<file path="config.mk">
export PLATFORM = sky130hd
export DESIGN_NAME = fa16_pipe
export DESIGN_NICKNAME = d
export VERILOG_FILES = /design/src/rtl/fa16_pipe.sv
export SDC_FILE = /design/constraint.sdc
export NUM_CORES = 1
export LEC_CHECK = 0
export ABC_AREA = 1
export BUFFER_PORTS_ARGS = -buffer_cell sky130_fd_sc_hd__buf_2
export CAP_MARGIN = 20
export CORE_ASPECT_RATIO = 1.2
export CORE_UTILIZATION = 30
export DETAILED_ROUTE_END_ITERATION = 7
export GPL_ROUTABILITY_DRIVEN = 0
export GPL_TIMING_DRIVEN = 0
export PLACE_DENSITY = 0.5
export REMOVE_ABC_BUFFERS = 1
export SLEW_MARGIN = 20
export SYNTH_ARGS = -nofsm -noshare
export SYNTH_HDL_FRONTEND = slang
export SYNTH_SLANG_ARGS = --single-unit
</file>
<file path="constraint.sdc">
create_clock -name clk -period 2.2 [get_ports clk]
set_input_delay 0.33 -clock clk [delete_from_list [all_inputs] [get_ports clk]]
set_output_delay 0.33 -clock clk [all_outputs]
set_load 0.05 [all_outputs]
</file>
<file path="src/rtl/fa16_pipe.sv">
// rtl/fa16_pipe.sv - two-stage pipelined 16-bit adder, valid/ready on both sides
module fa16_pipe (
  input  logic        clk,
  input  logic        rst_n,
  input  logic [15:0] a,
  input  logic [15:0] b,
  input  logic        cin,
  input  logic        in_valid,
  output logic        in_ready,
  output logic [15:0] s,
  output logic        cout,
  output logic        ovf,
  output logic        out_valid,
  input  logic        out_ready
);

  logic [7:0]  r_lo_sum;
  logic        r_lo_c;
  logic [7:0]  r_a_hi;
  logic [7:0]  r_b_hi;
  logic        r_s1_valid;

  logic [15:0] r_s;
  logic        r_cout;
  logic        r_ovf;
  logic        r_s2_valid;

  logic        w_s2_adv;
  logic        w_s1_adv;
  logic        w_in_xfer;
  logic [8:0]  w_lo;
  logic [8:0]  w_hi0;
  logic [8:0]  w_hi1;
  logic [8:0]  w_hi_sel;
  logic        w_ovf;

  assign w_s2_adv  = !r_s2_valid || out_ready;
  assign w_s1_adv  = !r_s1_valid || w_s2_adv;
  assign in_ready  = w_s1_adv;
  assign w_in_xfer = in_valid && w_s1_adv;

  assign w_lo = {1'b0, a[7:0]} + {1'b0, b[7:0]} + {8'd0, cin};

  // Both high-byte sums are formed up front; the low-byte carry only picks one.
  assign w_hi0    = {1'b0, r_a_hi} + {1'b0, r_b_hi};
  assign w_hi1    = w_hi0 + 9'd1;
  assign w_hi_sel = r_lo_c ? w_hi1 : w_hi0;
  assign w_ovf    = (r_a_hi[7] == r_b_hi[7]) && (w_hi_sel[7] != r_a_hi[7]);

  always_ff @(posedge clk or negedge rst_n) begin
    if (!rst_n) begin
      r_s1_valid <= 1'b0;
      r_lo_sum   <= 8'd0;
      r_lo_c     <= 1'b0;
      r_a_hi     <= 8'd0;
      r_b_hi     <= 8'd0;
    end else if (w_s1_adv) begin
      r_s1_valid <= in_valid;
      if (w_in_xfer) begin
        r_lo_sum <= w_lo[7:0];
        r_lo_c   <= w_lo[8];
        r_a_hi   <= a[15:8];
        r_b_hi   <= b[15:8];
      end
    end
  end

  always_ff @(posedge clk or negedge rst_n) begin
    if (!rst_n) begin
      r_s2_valid <= 1'b0;
      r_s        <= 16'd0;
      r_cout     <= 1'b0;
      r_ovf      <= 1'b0;
    end else if (w_s2_adv) begin
      r_s2_valid <= r_s1_valid;
      if (r_s1_valid) begin
        r_s    <= {w_hi_sel[7:0], r_lo_sum};
        r_cout <= w_hi_sel[8];
        r_ovf  <= w_ovf;
      end
    end
  end

  assign s         = r_s;
  assign cout      = r_cout;
  assign ovf       = r_ovf;
  assign out_valid = r_s2_valid;

endmodule

</file>
==> results of run 1 <==
final timing paths:
check	end	depth (start not counted)	slack (ns)	from
worst max-delay path	cout$_DFFE_PN0P_	12	-0.01	r_a_hi[0]$_DFFE_PN0P_
max in group asynchronous	s[12]$_DFFE_PN0P_	1	1.78	rst_n
worst min register to register	s[3]$_DFFE_PN0P_	2	0.48	r_lo_sum[3]$_DFFE_PN0P_
min in group clk	r_b_hi[0]$_DFFE_PN0P_	3	0.23	b[8]
worst min-delay path	r_b_hi[3]$_DFFE_PN0P_	1	0.03	rst_n
worst max register to register	cout$_DFFE_PN0P_	12	-0.01	r_a_hi[0]$_DFFE_PN0P_
synthesized netlist by cell type (2+ instances only):
library cell / instances
sky130_fd_sc_hd__nand4_1: 3
sky130_fd_sc_hd__nand2_2: 6
sky130_fd_sc_hd__dfrtp_1: 45
sky130_fd_sc_hd__inv_2: 3
sky130_fd_sc_hd__clkinv_1: 2
sky130_fd_sc_hd__nand3_2: 2
sky130_fd_sc_hd__fa_1: 3
sky130_fd_sc_hd__inv_1: 30
sky130_fd_sc_hd__nand3_1: 17
sky130_fd_sc_hd__o21ai_0: 19
sky130_fd_sc_hd__ha_1: 16
sky130_fd_sc_hd__nand2_1: 139
sky130_fd_sc_hd__nor2_1: 12
sky130_fd_sc_hd__xnor2_1: 4
sky130_fd_sc_hd__nor2_2: 2
sky130_fd_sc_hd__clkbuf_1: 4
sky130_fd_sc_hd__a21oi_1: 10
cell type report:
cell class	count	area, um^2	area share
Timing Repair Buffer	58	298	0.0963
Clock inverter	1	8.76	0.00283
Tap cell	114	143	0.0461
Sequential cell	45	1130	0.364
Clock buffer	7	96.3	0.0311
Inverter	35	131	0.0425
Multi-Input combinational cell	242	1290	0.417
report_power, final:
part / switching (uW) / total, uW / leakage (uW) / internal (uW)
combinational: 1090 / 1530 / 0.00109 / 435
sequential: 130 / 1180 / 0.000549 / 1050
clock: 291 / 582 / 0.0000549 / 291
total: 1510 / 3290 / 0.00170 / 1770
registers in the layout (all words and copies together), names as in the netlist:
register    cells
cout            1
out_valid       1
ovf             1
r_a_hi          8
r_b_hi          8
r_lo_c          1
r_lo_sum        8
r_s1_valid      1
s              16
layer usage:
| metal | up-vias | global-route usage | part of all wire |
|---|---|---|---|
| met5 | - | 0 | 0 |
| met4 | 0 | 0.0423 | 0.0090 |
| met3 | 2 | 0.0216 | 0.024 |
| met2 | 33 | 0.228 | 0.47 |
| met1 | 961 | 0.169 | 0.50 |
| li1 | 1147 | - | - |
cells in the final DEF (no fill, tap or decap), types with 4 or more instances in the layout:
cell type,synthesis,final
sky130_fd_sc_hd__nand3_1,17,16
sky130_fd_sc_hd__ha_1,16,14
sky130_fd_sc_hd__xnor2_1,4,4
sky130_fd_sc_hd__inv_1,30,30
sky130_fd_sc_hd__dfrtp_1,45,45
sky130_fd_sc_hd__nor2_1,12,10
sky130_fd_sc_hd__o21ai_0,19,18
sky130_fd_sc_hd__nand2_1,139,135
sky130_fd_sc_hd__nand2_2,6,10
sky130_fd_sc_hd__a21oi_1,10,10
sky130_fd_sc_hd__buf_2,1,55
sky130_fd_sc_hd__clkbuf_8,0,7
kinds of logic after synthesis:
logic type / after synthesis
xor gates and xnor gates: 5
buffers and inverters: 41
DFF: 45
and+or+nand+nor: 186
AOI/OAI and AO/OA: 32
adders and majority gates: 19
critical path, delay by kind of cell (launching register included):
kind / cells / cell delay (ns)
adders and majority gates: 3 / 0.92
and+or+nand+nor: 9 / 0.81
DFF: 1 / 0.40
per-stage QoR:
stage | setup TNS [ns] | total power (uW) | hold WS [ns] | instance area (um^2)
5_1_grt | -0.480 | 3540 | 0.0658 | 3090
2_1_floorplan | -4.07 | 2340 | 0.0344 | 2510
6_report | -0.00979 | 3290 | 0.0272 | 3090
3_3_place_gp | -0.150 | 2690 | 0.453 | 2940
3_5_place_dp | -0.387 | 2710 | 0.459 | 2940
4_1_cts | -0.0388 | 3310 | 0.211 | 3050
what timing repair did:
action / 4_1_cts / 5_1_grt
setup buffers: 1 / 1
pin swaps: 3 / 3
endpoints found under the setup margin: 2 / 33
resized for setup: 1 / 11
endpoints found under the hold margin: 0 / 0
==> flow_metrics.env, run 1 <==
export IMPL_setup_worst_path_end_class="flop"
export IMPL_synth_xor_area_share=0.0172
export IMPL_place_detailed_hpwl_mm=3.85
export IMPL_worst_slew_pin_transition_ns=0.579
export IMPL_holdCritPathClass="input port to asynchronous set/reset pin"
export IMPL_finish_net_count=443
export IMPL_synth_simple_gate_area_share=0.310
export IMPL_num_io_pins=57
export IMPL_post_drt_via_cell_ratio=4.27
export IMPL_clk_pin_slew_worst_paths_ns=0.09
export IMPL_number_of_flops_mapped_to_enable_cells_by_yosys=0
export IMPL_vias=2143
export IMPL_worstSetupPathType="flop to flop"
export IMPL_cts_num_sinks=45
export IMPL_cpPeakStageDelay_ns=0.55
export IMPL_final_wl_mm=5.47
export IMPL_final_setup_skew_ns=0.00478
export IMPL_dp_cells=492
export IMPL_coreArea_mm2=0.00820
export IMPL_die_h_um=103
export IMPL_worst_setup_path_start_kind="flop"
export IMPL_rsz0062_at_grt="yes"
export IMPL_synth_top_family_by_area="simple AND/OR/NAND/NOR gates"
export IMPL_placement_setup_worst_slack_ns=-0.0868
export IMPL_min_period_over_period=1.00
export IMPL_cp_required_ns=2.39
export IMPL_grt_usage=0.132
export IMPL_post_route_drc_count=0
export IMPL_mapped_area_mm2=0.00255
export IMPL_fin_util=0.377
export IMPL_failed_checks="negative setup slack"
export IMPL_power_density_cell_area_mw_per_mm2=1060
export IMPL_synth_warning_count=0
export IMPL_clock_tree_root_cell="sky130_fd_sc_hd__clkbuf_8"
export IMPL_clock_tree_buffer_depth=2
export IMPL_postSynthRegisterBits=45
export IMPL_antenna_found_initial=0
export IMPL_wire_per_inst_um=10.9
export IMPL_synth_sequential_area_ratio=0.442
export IMPL_number_of_h_tree_levels=2
export IMPL_finalMaxSlewViolations=0
export IMPL_vias_in_the_first_global_route=2051
export IMPL_area_growth_syn_to_layout_pct=21.5
export IMPL_peakVddDrop_mv=0.505
export IMPL_cts_made_buffers=5
export IMPL_finalSetupViolations=1
export IMPL_start_util=0.311
export IMPL_first_pass_grt_wire_length_mm=9.23
export IMPL_timing_max_slew_rel_slack=0.614
export IMPL_area_of_the_die_mm2=0.00886
export IMPL_synth_mux_area_frac=0
export IMPL_drtIter0Drc=55
export IMPL_timing_critical_path_fanout_max=3
export IMPL_global_route_overflow_total=0
export IMPL_min_period_ns=2.21
export IMPL_placement_io_buffers=56
export IMPL_netlist_cell_type_count=28
export IMPL_nFillCells=913
export IMPL_syn_inst=328
export IMPL_timing_hold_violations_final=0
export IMPL_critPathArrivalTime_ns=2.40
export IMPL_crit_path_cell_trace="ha_2 > fa_2 > ha_2 > nand2_2 > nor2_2 > nand3_2 > nor2_2 > nand2_2 > nor2_4 > nand3_1 > nand3_1 > nand2_1"
export IMPL_clock_insertion_delay_worst_skew_ns=0.29
export IMPL_yosys_area_top_type_share=0.442
export IMPL_num_rows=36
export IMPL_synth_compound_area_share=0.0649
export IMPL_final_worst_setup_slack_ns=-0.00979
export IMPL_post_synthesis_adder_cell_area_fraction=0.102
export IMPL_antenna_left=0
export IMPL_final_cell_count_no_fill=502
export IMPL_synthTopCellsByArea="sky130_fd_sc_hd__dfrtp_1 44%, sky130_fd_sc_hd__nand2_1 20%, sky130_fd_sc_hd__ha_1 7.9%"
export IMPL_tritoncts="done"
export IMPL_drt_first_pass_iters=4
export IMPL_grt_start_max_net_pins=46
export IMPL_synth_async_reset_ratio=1.00
export IMPL_netlist_top_cell_by_area="sky130_fd_sc_hd__dfrtp_1"
export IMPL_post_route_cells_drive_above_1_share=0.240
export IMPL_holdBufCountCts=0
export IMPL_status="complete, but fails checks"
export IMPL_max_cap_viol_count=0
export IMPL_die_width_um=86.1
export IMPL_p_leak_uw=0.00170
export IMPL_antenna_diode_count=0
export IMPL_achievable_frequency_mhz=453
export IMPL_postSynthAreaPerCell_um2=7.76
export IMPL_cpMaxStageDelayCell="sky130_fd_sc_hd__fa_2"
export IMPL_synth_main_ff_cell="sky130_fd_sc_hd__dfrtp_1"
(Power assumes the default switching activity.)
==> inputs of run 2 (changes only) <==
--- a/config.mk
+++ b/config.mk
@@ -6,14 +6,15 @@
 export NUM_CORES = 1
 export LEC_CHECK = 0
 export ABC_AREA = 1
-export BUFFER_PORTS_ARGS = -buffer_cell sky130_fd_sc_hd__buf_2
 export CAP_MARGIN = 20
 export CORE_ASPECT_RATIO = 1.2
 export CORE_UTILIZATION = 30
 export DETAILED_ROUTE_END_ITERATION = 7
+export DONT_BUFFER_PORTS = 1
 export GPL_ROUTABILITY_DRIVEN = 0
 export GPL_TIMING_DRIVEN = 0
-export PLACE_DENSITY = 0.5
+export HOLD_SLACK_MARGIN = 0.03
+export PLACE_DENSITY = 0.44
 export REMOVE_ABC_BUFFERS = 1
 export SLEW_MARGIN = 20
 export SYNTH_ARGS = -nofsm -noshare
==> run 2 against run 1 <==
  * The run still ends with negative setup slack left
  * Die area is the same
  * First-iteration DRC count increased by 49%
  * Clock skew increased by 0.0056 ns
  * Worst setup slack worse by 0.041 ns
  * Final cell count decreased by 9.4%
  * Cell area fell by 4.7%
  * Core utilization is 1.8 points lower
  * Worst hold slack improved by 0.11 ns
  * Via count fell by 4.2%
  * Critical endpoint is now ovf$_DFFE_PN0P_
==> flow_metrics.env, run 2 (synthesis gave the netlist of run 1 again) <==
export IMPL_status="complete, but fails checks"
export IMPL_failed_checks="negative setup slack"
export IMPL_first_pass_grt_wire_length_mm=9.01
export IMPL_final_worst_setup_slack_ns=-0.0508
export IMPL_mostFrequentLayoutCells="135 x sky130_fd_sc_hd__nand2_1, 45 x sky130_fd_sc_hd__dfrtp_1, 30 x sky130_fd_sc_hd__inv_1"
export IMPL_grt_usage=0.131
export IMPL_achievable_frequency_mhz=444
export IMPL_worst_slew_pin_transition_ns=0.513
export IMPL_worst_setup_path_start_kind="flop"
export IMPL_clk_pin_slew_worst_paths_ns=0.09
export IMPL_global_route_overflow_total=0
export IMPL_antenna_left=0
export IMPL_final_setup_skew_ns=0.0104
export IMPL_post_drt_via_cell_ratio=4.51
export IMPL_totalNegativeSetupSlack_ns=-0.0829
export IMPL_regToRegStartpoint="r_a_hi[0]$_DFFE_PN0P_"
export IMPL_grt_start_max_net_pins=46
export IMPL_seqCellArea_mm2=0.00113
export IMPL_finalMaxSlewViolations=0
export IMPL_timing_hold_violations_final=0
export IMPL_placement_io_buffers=0
export IMPL_finalSetupViolations=2
export IMPL_num_io_pins=57
export IMPL_min_period_ns=2.25
export IMPL_antenna_found_initial=0
export IMPL_number_of_h_tree_levels=2
export IMPL_final_wl_mm=5.40
export IMPL_rsz0062_at_grt="yes"
export IMPL_power_density_cell_area_mw_per_mm2=1090
export IMPL_drtIter0Drc=82
export IMPL_timing_max_slew_rel_slack=0.658
export IMPL_drt_first_pass_iters=4
export IMPL_area_growth_syn_to_layout_pct=15.8
export IMPL_die_h_um=103
export IMPL_critPathArrivalTime_ns=2.44
export IMPL_clock_tree_root_cell="sky130_fd_sc_hd__clkbuf_8"
export IMPL_tritoncts="done"
export IMPL_holdCritPathClass="input port to flop"
export IMPL_cp_required_ns=2.39
export IMPL_max_cap_viol_count=0
export IMPL_r2r_slack_ns=-0.05
export IMPL_termination_of_the_worst_setup_path="ovf$_DFFE_PN0P_"
export IMPL_nFillCells=902
export IMPL_worstRegToRegCells=12
export IMPL_post_route_cells_drive_above_1_share=0.132
export IMPL_p_leak_uw=0.00153
export IMPL_cts_num_sinks=45
export IMPL_wire_per_inst_um=11.9
export IMPL_cts_made_buffers=5
export IMPL_vias=2052
export IMPL_r2r_end="ovf$_DFFE_PN0P_"
export IMPL_area_of_the_die_mm2=0.00886
export IMPL_worstSetupPathDepth=12
export IMPL_cpMaxStageDelayCell="sky130_fd_sc_hd__fa_1"
export IMPL_post_route_drc_count=0
export IMPL_multi_input_comb_area_mm2=0.00133
export IMPL_peakVddDrop_mv=0.320
export IMPL_largest_register_ffs=16
export IMPL_final_common_cell="sky130_fd_sc_hd__nand2_1"
export IMPL_num_rows=36
export IMPL_cpPeakStageDelay_ns=0.51
export IMPL_die_width_um=86.1
export IMPL_min_period_over_period=1.02
export IMPL_antenna_diode_count=0
export IMPL_coreArea_mm2=0.00820
export IMPL_clock_tree_buffer_depth=2
export IMPL_cp_num_buf_inv=1
export IMPL_worst_hold_slack_ns=0.141
export IMPL_placement_setup_worst_slack_ns=-0.881
export IMPL_timing_critical_path_fanout_max=3
export IMPL_critical_path_top_cell_by_count="sky130_fd_sc_hd__nand2_1"
export IMPL_place_detailed_hpwl_mm=3.85
export IMPL_worst_path_dominant_cell_family="simple AND/OR/NAND/NOR gates"
export IMPL_crit_path_start="r_a_hi[0]$_DFFE_PN0P_"
export IMPL_crit_path_cell_trace="ha_2 > fa_1 > buf_4 > nand3_4 > nor2_4 > nand3_2 > nor2_4 > nand4_1 > nand2_1 > nand2_1 > nand3_2 > nand2_1"
export IMPL_finish_net_count=396
export IMPL_vias_in_the_first_global_route=1956
export IMPL_worstSetupPathType="flop to flop"
export IMPL_clock_insertion_delay_worst_skew_ns=0.30
export IMPL_setup_worst_path_end_class="flop"
export IMPL_start_util=0.311
-- run 2: cell count changes in the layout (fill, tap and decap cells not counted), sizes merged --
cell / delta
inv: -1
bufinv: +1
clkbuf: -1
buf: -48
dlygate4sd3: +1
clkinv: +1
-- run 2: worst register-to-register path: cells and delay by family, from the launching register on --
family	cells	cell delay, ns
simple gates	9	0.93
fa+ha+maj	2	0.71
flops	1	0.39
buf+inv	1	0.13
-- run 2: worst min-delay path by stage --
stage                     start                    end  cells after the start
after floorplan           rst_n       cout$_DFFE_PN0P_                      0
after global placement    rst_n  r_b_hi[4]$_DFFE_PN0P_                      0
after detailed placement  rst_n  r_a_hi[4]$_DFFE_PN0P_                      0
after CTS                 b[13]  r_b_hi[5]$_DFFE_PN0P_                      2
after global routing       b[9]  r_b_hi[1]$_DFFE_PN0P_                      2
final                     a[10]  r_a_hi[2]$_DFFE_PN0P_                      2
-- run 2: layout make-up --
| class | instances | share of cell area |
|---|---|---|
| Sequential cell | 45 | 0.382 |
| Clock buffer | 6 | 0.0246 |
| Multi-Input combinational cell | 242 | 0.452 |
| Tap cell | 114 | 0.0484 |
| Timing Repair Buffer | 11 | 0.0357 |
| Clock inverter | 2 | 0.0132 |
| Inverter | 35 | 0.0446 |
-- run 2: through the flow --
step,power [uW],cell area (um^2),utilization,cells
finish,3230,2950,0.360,455
global route,3490,2950,0.360,455
CTS,3240,2880,0.352,452
detailed placement,2530,2660,0.324,436
global placement,2510,2660,0.324,436
floorplan,2340,2510,-,322
-- run 2: power breakdown --
part,switching [uW],internal (uW)
Combinational,546,346
Sequential,669,1040
Clock,286,341
Total,1500,1730
-- run 2: metal layers --
metal / part of all wire / track usage
met1: 0.42 / 0.151
met2: 0.52 / 0.234
met3: 0.049 / 0.0352
met4: 0.012 / 0.0500
met5: 0 / 0
-- run 2: repair_timing --
item                       CTS  global route
buffers inserted             6             3
pin swaps                    9            11
gates resized for setup      8            10
hold buffers                 2             0
hold endpoints to repair    45             0
setup endpoints to repair   36             9
